## src/rtl/sha256_pkg.sv

```systemverilog
// sha256_pkg: shared word width, hash size, FSM state encoding and byte-swap helper.
package sha256_pkg;
    localparam int WORD_W = 32;
    localparam int HASH_WORDS = 8;
    typedef logic [WORD_W-1:0] word_t;
    typedef enum logic [1:0] {IDLE, ISSUE, DRAIN, DONE} state_t;
    function automatic word_t bswap(word_t w);
        return {w[7:0], w[15:8], w[23:16], w[31:24]};
    endfunction
endpackage

```

## src/rtl/load_hash_capture.sv

```systemverilog
// load_hash_capture: delays the read strobe/address by one cycle and writes returning words into hash_vector.
// Define LOAD_HASH_BSWAP_EN to byte-reverse each word before it is stored.
module load_hash_capture
    import sha256_pkg::*;
#(
    parameter int HASH_LENGTH = HASH_WORDS
) (
    input  logic                              clock,
    input  logic                              reset_n,
    input  logic                              enable,
    input  logic                              h_read,
    input  logic [$clog2(HASH_LENGTH)-1:0]    h_address,
    input  logic [WORD_W-1:0]                 h_data,
    output logic                              cap_en,
    output logic [HASH_LENGTH*WORD_W-1:0]     hash_vector
);
    localparam int AW = $clog2(HASH_LENGTH);
    logic [AW-1:0] cap_addr;
    word_t word;
`ifdef LOAD_HASH_BSWAP_EN
    assign word = bswap(h_data);
`else
    assign word = h_data;
`endif
    // enable low kills both the pending strobe and the word arriving this cycle
    always_ff @(posedge clock or negedge reset_n) begin
        if (!reset_n) begin
            cap_en      <= 1'b0;
            cap_addr    <= '0;
            hash_vector <= '0;
        end else begin
            cap_en   <= h_read & enable;
            cap_addr <= h_address;
            for (int w = 0; w < HASH_LENGTH; w++)
                if (cap_en && enable && cap_addr == AW'(w))
                    hash_vector[w*WORD_W +: WORD_W] <= word;
        end
    end
endmodule

```

## src/rtl/load_hash.sv

```systemverilog
// load_hash: reads HASH_LENGTH words from H memory and assembles them into hash_vector.
// Define LOAD_HASH_BSWAP_EN to byte-reverse words for little-endian memory images.
module load_hash
    import sha256_pkg::*;
#(
    parameter int HASH_LENGTH = HASH_WORDS
) (
    input  logic                              clock,
    input  logic                              reset_n,
    input  logic                              enable,
    input  logic                              start,
    output logic                              h_read,
    output logic [$clog2(HASH_LENGTH)-1:0]    h_address,
    input  logic [WORD_W-1:0]                 h_data,
    output logic                              busy,
    output logic [HASH_LENGTH*WORD_W-1:0]     hash_vector,
    output logic                              hash_valid
);
    localparam int AW = $clog2(HASH_LENGTH);
    localparam int CW = AW + 1;
    localparam logic [CW-1:0] LAST = CW'(HASH_LENGTH - 1);
    state_t state;
    logic [CW-1:0] rd_cnt, wr_cnt;
    logic cap_en;
    always_ff @(posedge clock or negedge reset_n) begin
        if (!reset_n) begin
            state      <= IDLE;
            rd_cnt     <= '0;
            wr_cnt     <= '0;
            h_read     <= 1'b0;
            h_address  <= '0;
            busy       <= 1'b0;
            hash_valid <= 1'b0;
        end else if (!enable) begin
            state      <= IDLE;
            h_read     <= 1'b0;
            busy       <= 1'b0;
            hash_valid <= 1'b0;
        end else begin
            case (state)
                IDLE, DONE: if (start) begin
                    state      <= ISSUE;
                    rd_cnt     <= '0;
                    wr_cnt     <= '0;
                    busy       <= 1'b1;
                    hash_valid <= 1'b0;
                end
                ISSUE: begin
                    h_read    <= 1'b1;
                    h_address <= rd_cnt[AW-1:0];
                    rd_cnt    <= rd_cnt + 1'b1;
                    if (cap_en) wr_cnt <= wr_cnt + 1'b1;
                    if (rd_cnt == LAST) state <= DRAIN;
                end
                DRAIN: begin
                    h_read <= 1'b0;
                    // valid only once the final word of this load is being written
                    if (cap_en) begin
                        wr_cnt <= wr_cnt + 1'b1;
                        if (wr_cnt == LAST) begin
                            state      <= DONE;
                            hash_valid <= 1'b1;
                            busy       <= 1'b0;
                        end
                    end
                end
                default: state <= IDLE;
            endcase
        end
    end
    load_hash_capture #(.HASH_LENGTH(HASH_LENGTH)) u_capture (
        .clock       (clock),
        .reset_n     (reset_n),
        .enable      (enable),
        .h_read      (h_read),
        .h_address   (h_address),
        .h_data      (h_data),
        .cap_en      (cap_en),
        .hash_vector (hash_vector)
    );
endmodule

```

## config.mk

```make
export PLATFORM = sky130hd
export DESIGN_NAME = load_hash
export DESIGN_NICKNAME = d
export VERILOG_FILES = /design/src/rtl/sha256_pkg.sv /design/src/rtl/load_hash_capture.sv /design/src/rtl/load_hash.sv
export SDC_FILE = /design/constraint.sdc
export NUM_CORES = 1
export LEC_CHECK = 0
export ABC_AREA = 1
export CORE_ASPECT_RATIO = 0.6
export CORE_MARGIN = 3
export CORE_UTILIZATION = 45
export CTS_BUF_LIST = sky130_fd_sc_hd__clkbuf_4
export CTS_CLUSTER_SIZE = 40
export DETAILED_ROUTE_END_ITERATION = 6
export PLACE_DENSITY = 0.82
export SLEW_MARGIN = 20
export SYNTH_ARGS = -nofsm -noshare
export SYNTH_HDL_FRONTEND = slang
export SYNTH_SLANG_ARGS = --single-unit
export TNS_END_PERCENT = 1
```

## constraint.sdc

```tcl
create_clock -name clock -period 1.5 [get_ports clock]
set_clock_uncertainty 0.1 [all_clocks]
set_input_delay 0.3 -clock clock [delete_from_list [all_inputs] [get_ports clock]]
set_output_delay 0.3 -clock clock [all_outputs]
set_load 0.1 [all_outputs]
```

==> run metrics <==
Setup-failing EPs final 262; Max-Cap Viols 0; vias in the first global route 9444; hpwl dp 26100 um; DR iter-0 viols 660; RSZ-0062 raised after global routing true; Die Wd 204 um; status finished, violations left; syn nets 1024; final hold vios 0; total CTS buffers 67; critical path class flop to primary output; Max H-tree Level 3; largest net degree at the start of global routing 56; CTS tree yes; Worst-path clk slew 0.08 ns; Detailed Routing Iterations Pass 1 5; Seq cells post-synth 276; Crit Path Max Fanout 2; final worst setup slack -0.209 ns; Mapped Avg Cell Area 10.8 um2; slowest cell on the critical path dfrtp_1; Pleak 8.31 nW; CP required 1.10 ns; DRT Wirelength 36100 um; via count 9022; Buf+Inv Stages, Crit Path 1; met1 usage 0.350; Synth top area share 0.653; via/cell ratio 5.31; gr ovfl total 0; Top Ports 298; Pwr Density 2210 mW/mm2; Core ar. 0.0225 mm2; CP endpoint kind primary output; Seq/Total Area, Yosys 0.653; initial antenna violation count 1; yosys warns 0; num rows 42; DIE AREA 0.0254 mm2; Worst Tran Pin Value 0.648 ns; layout cell share with drive strength beyond 1 0.338; Worst Path Arrival 1.31 ns; ANT nets after route 0; setup TNS -39.95 ns; Hold Slack 0.199 ns; crit-path leading delay family flip-flops; relative slew slack 0.567; Clock Path Buffers 3; Worst path max stage delay 0.43 ns; Port Buffers 297; P&R area growth vs syn 66.7%; fmax 0.585 GHz; Synth area leaders dfrtp_1 65%, o21ai_1 11%, nand2_1 10%, buf_6 4.7%, o21ai_2 2.8%; clk_lat worst skew 0.67 ns; Final Max Tran Viols 0; Yosys cell types 18; post-synthesis cell area 0.0106 mm2; final period utilization 1.14; Util after Layout 0.782; # clock sinks 276; startpoint types flop; Yosys top cell by area dfrtp_1; post-layout min period 1.71 ns; global-route wire length before repair 56100 um; Syn Inst Count 982; DIE HEIGHT 125 um; gr busiest metal met2; total power draw 0.0390 W; worst ir drop on vdd 0.00151 V; all-layer global routing usage 0.286; Root Driver clkbuf_4; met3 Use GR 0.106; WL per Instance 21.2 um; Filler cells 1213; Final nets 1396; Residual DRC 0; failing checks negative setup slack; Initial Util 0.469; RePlAce Congestion 0.832; cells along the critical path buf_12; HP Class primary input to async pin; M2 GR Usage 0.474
[area by class of cell]
type | instances | area, um2 | share of cell area
sequential | 276 | 6910 | 0.392
tap | 308 | 385 | 0.0219
clock inverter | 17 | 144 | 0.00816
multi-input combinational | 604 | 2950 | 0.167
inverter | 54 | 203 | 0.0115
timing repair buffer | 351 | 6370 | 0.361
antenna | 1 | 2.50 | 0.000142
clock buffer | 88 | 661 | 0.0375
[path summary, 6_finish.rpt]
check | startpoint | to | slack, ns | cells past startpoint
min in group clock | h_data[7] | u_capture.hash_vector[39] | 0.25 | 4
setup / recovery | u_capture.hash_vector[12] | hash_vector[12] | -0.21 | 1
hold / removal | reset_n | rd_cnt[0] | 0.20 | 3
hold reg to reg | h_address[2] | u_capture.cap_addr[2] | 0.37 | 0
setup reg to reg | state[0] | state[0] | 0 | 8
max in group asynchronous | reset_n | u_capture.hash_vector[161] | 0.03 | 3
[timing repair]
item	in CTS	in global routing
pin swaps	2	1
gates resized for setup	8	9
endpoints found under the hold margin	276	0
buffers inserted	2	1
gates cloned	0	0
endpoints found under the setup margin	280	317
hold buffers	2	0
[sequential cells by signal, summed over array words and instances, names as in the netlist, 2 cells and up]
name                   cells
h_address                  3
state                      2
wr_cnt                     4
u_capture.cap_addr         3
rd_cnt                     4
u_capture.hash_vector    256
[synth_stat cells]
| library cell | number |
|---|---|
| nand2_4 | 9 |
| inv_2 | 1 |
| buf_6 | 44 |
| nand4_1 | 1 |
| xnor2_1 | 1 |
| nor2_1 | 11 |
| clkbuf_8 | 4 |
| ha_1 | 6 |
| nand2_1 | 289 |
| o21ai_0 | 11 |
| nor2_8 | 2 |
| o21ai_1 | 222 |
| a21oi_1 | 3 |
| o21ai_2 | 34 |
| xor2_1 | 2 |
| dfrtp_1 | 276 |
| inv_1 | 53 |
| nand3_1 | 13 |
[logic make-up (layout without fill, tap and decap cells)]
family / count (synthesis) / in the layout / share of synthesized area
other: 0 / 1 / 0
AOI/OAI and AO/OA: 270 / 270 / 0.140
and+or+nand+nor: 325 / 325 / 0.127
xor gates and xnor gates: 3 / 3 / 0.00248
DFF: 276 / 276 / 0.653
buffers and inverters: 102 / 510 / 0.0712
adders and majority gates: 6 / 6 / 0.00710
[power breakdown]
part           leakage, nW  switching (W)  total (W)  internal (W)
Sequential            3.76        0.00196     0.0111       0.00909
Combinational         4.08         0.0145     0.0217       0.00721
Clock                0.477        0.00297    0.00620       0.00323
[metal layers]
metal  share of wire  up-vias
li1                -     3994
met3            0.10       80
met5               0        -
met1            0.38     4519
met4           0.027        0
met2            0.49      429
[cells in the final DEF (no fill, tap or decap), drive strengths merged, types with 2 or more instances in the layout]
master and n:
buf 315, o21ai 267, xor2 2, nor2 13
nand2 298, bufinv 3, clkinv 12, dlygate4sd3 2
nand3 13, ha 6, dfrtp 276, a21oi 3
inv 56, clkbuf 88, clkdlybuf4s50 34
[per-stage QoR]
stage	cell area (um2)	std cells	setup WS, ns
global placement	16700	1588	-0.309
CTS	17600	1697	-0.271
detailed placement	16700	1588	-0.391
finish	17600	1699	-0.209
floorplan	10600	982	0.0278
global route	17600	1699	-0.308
Power figures use the tool's default switching activity.
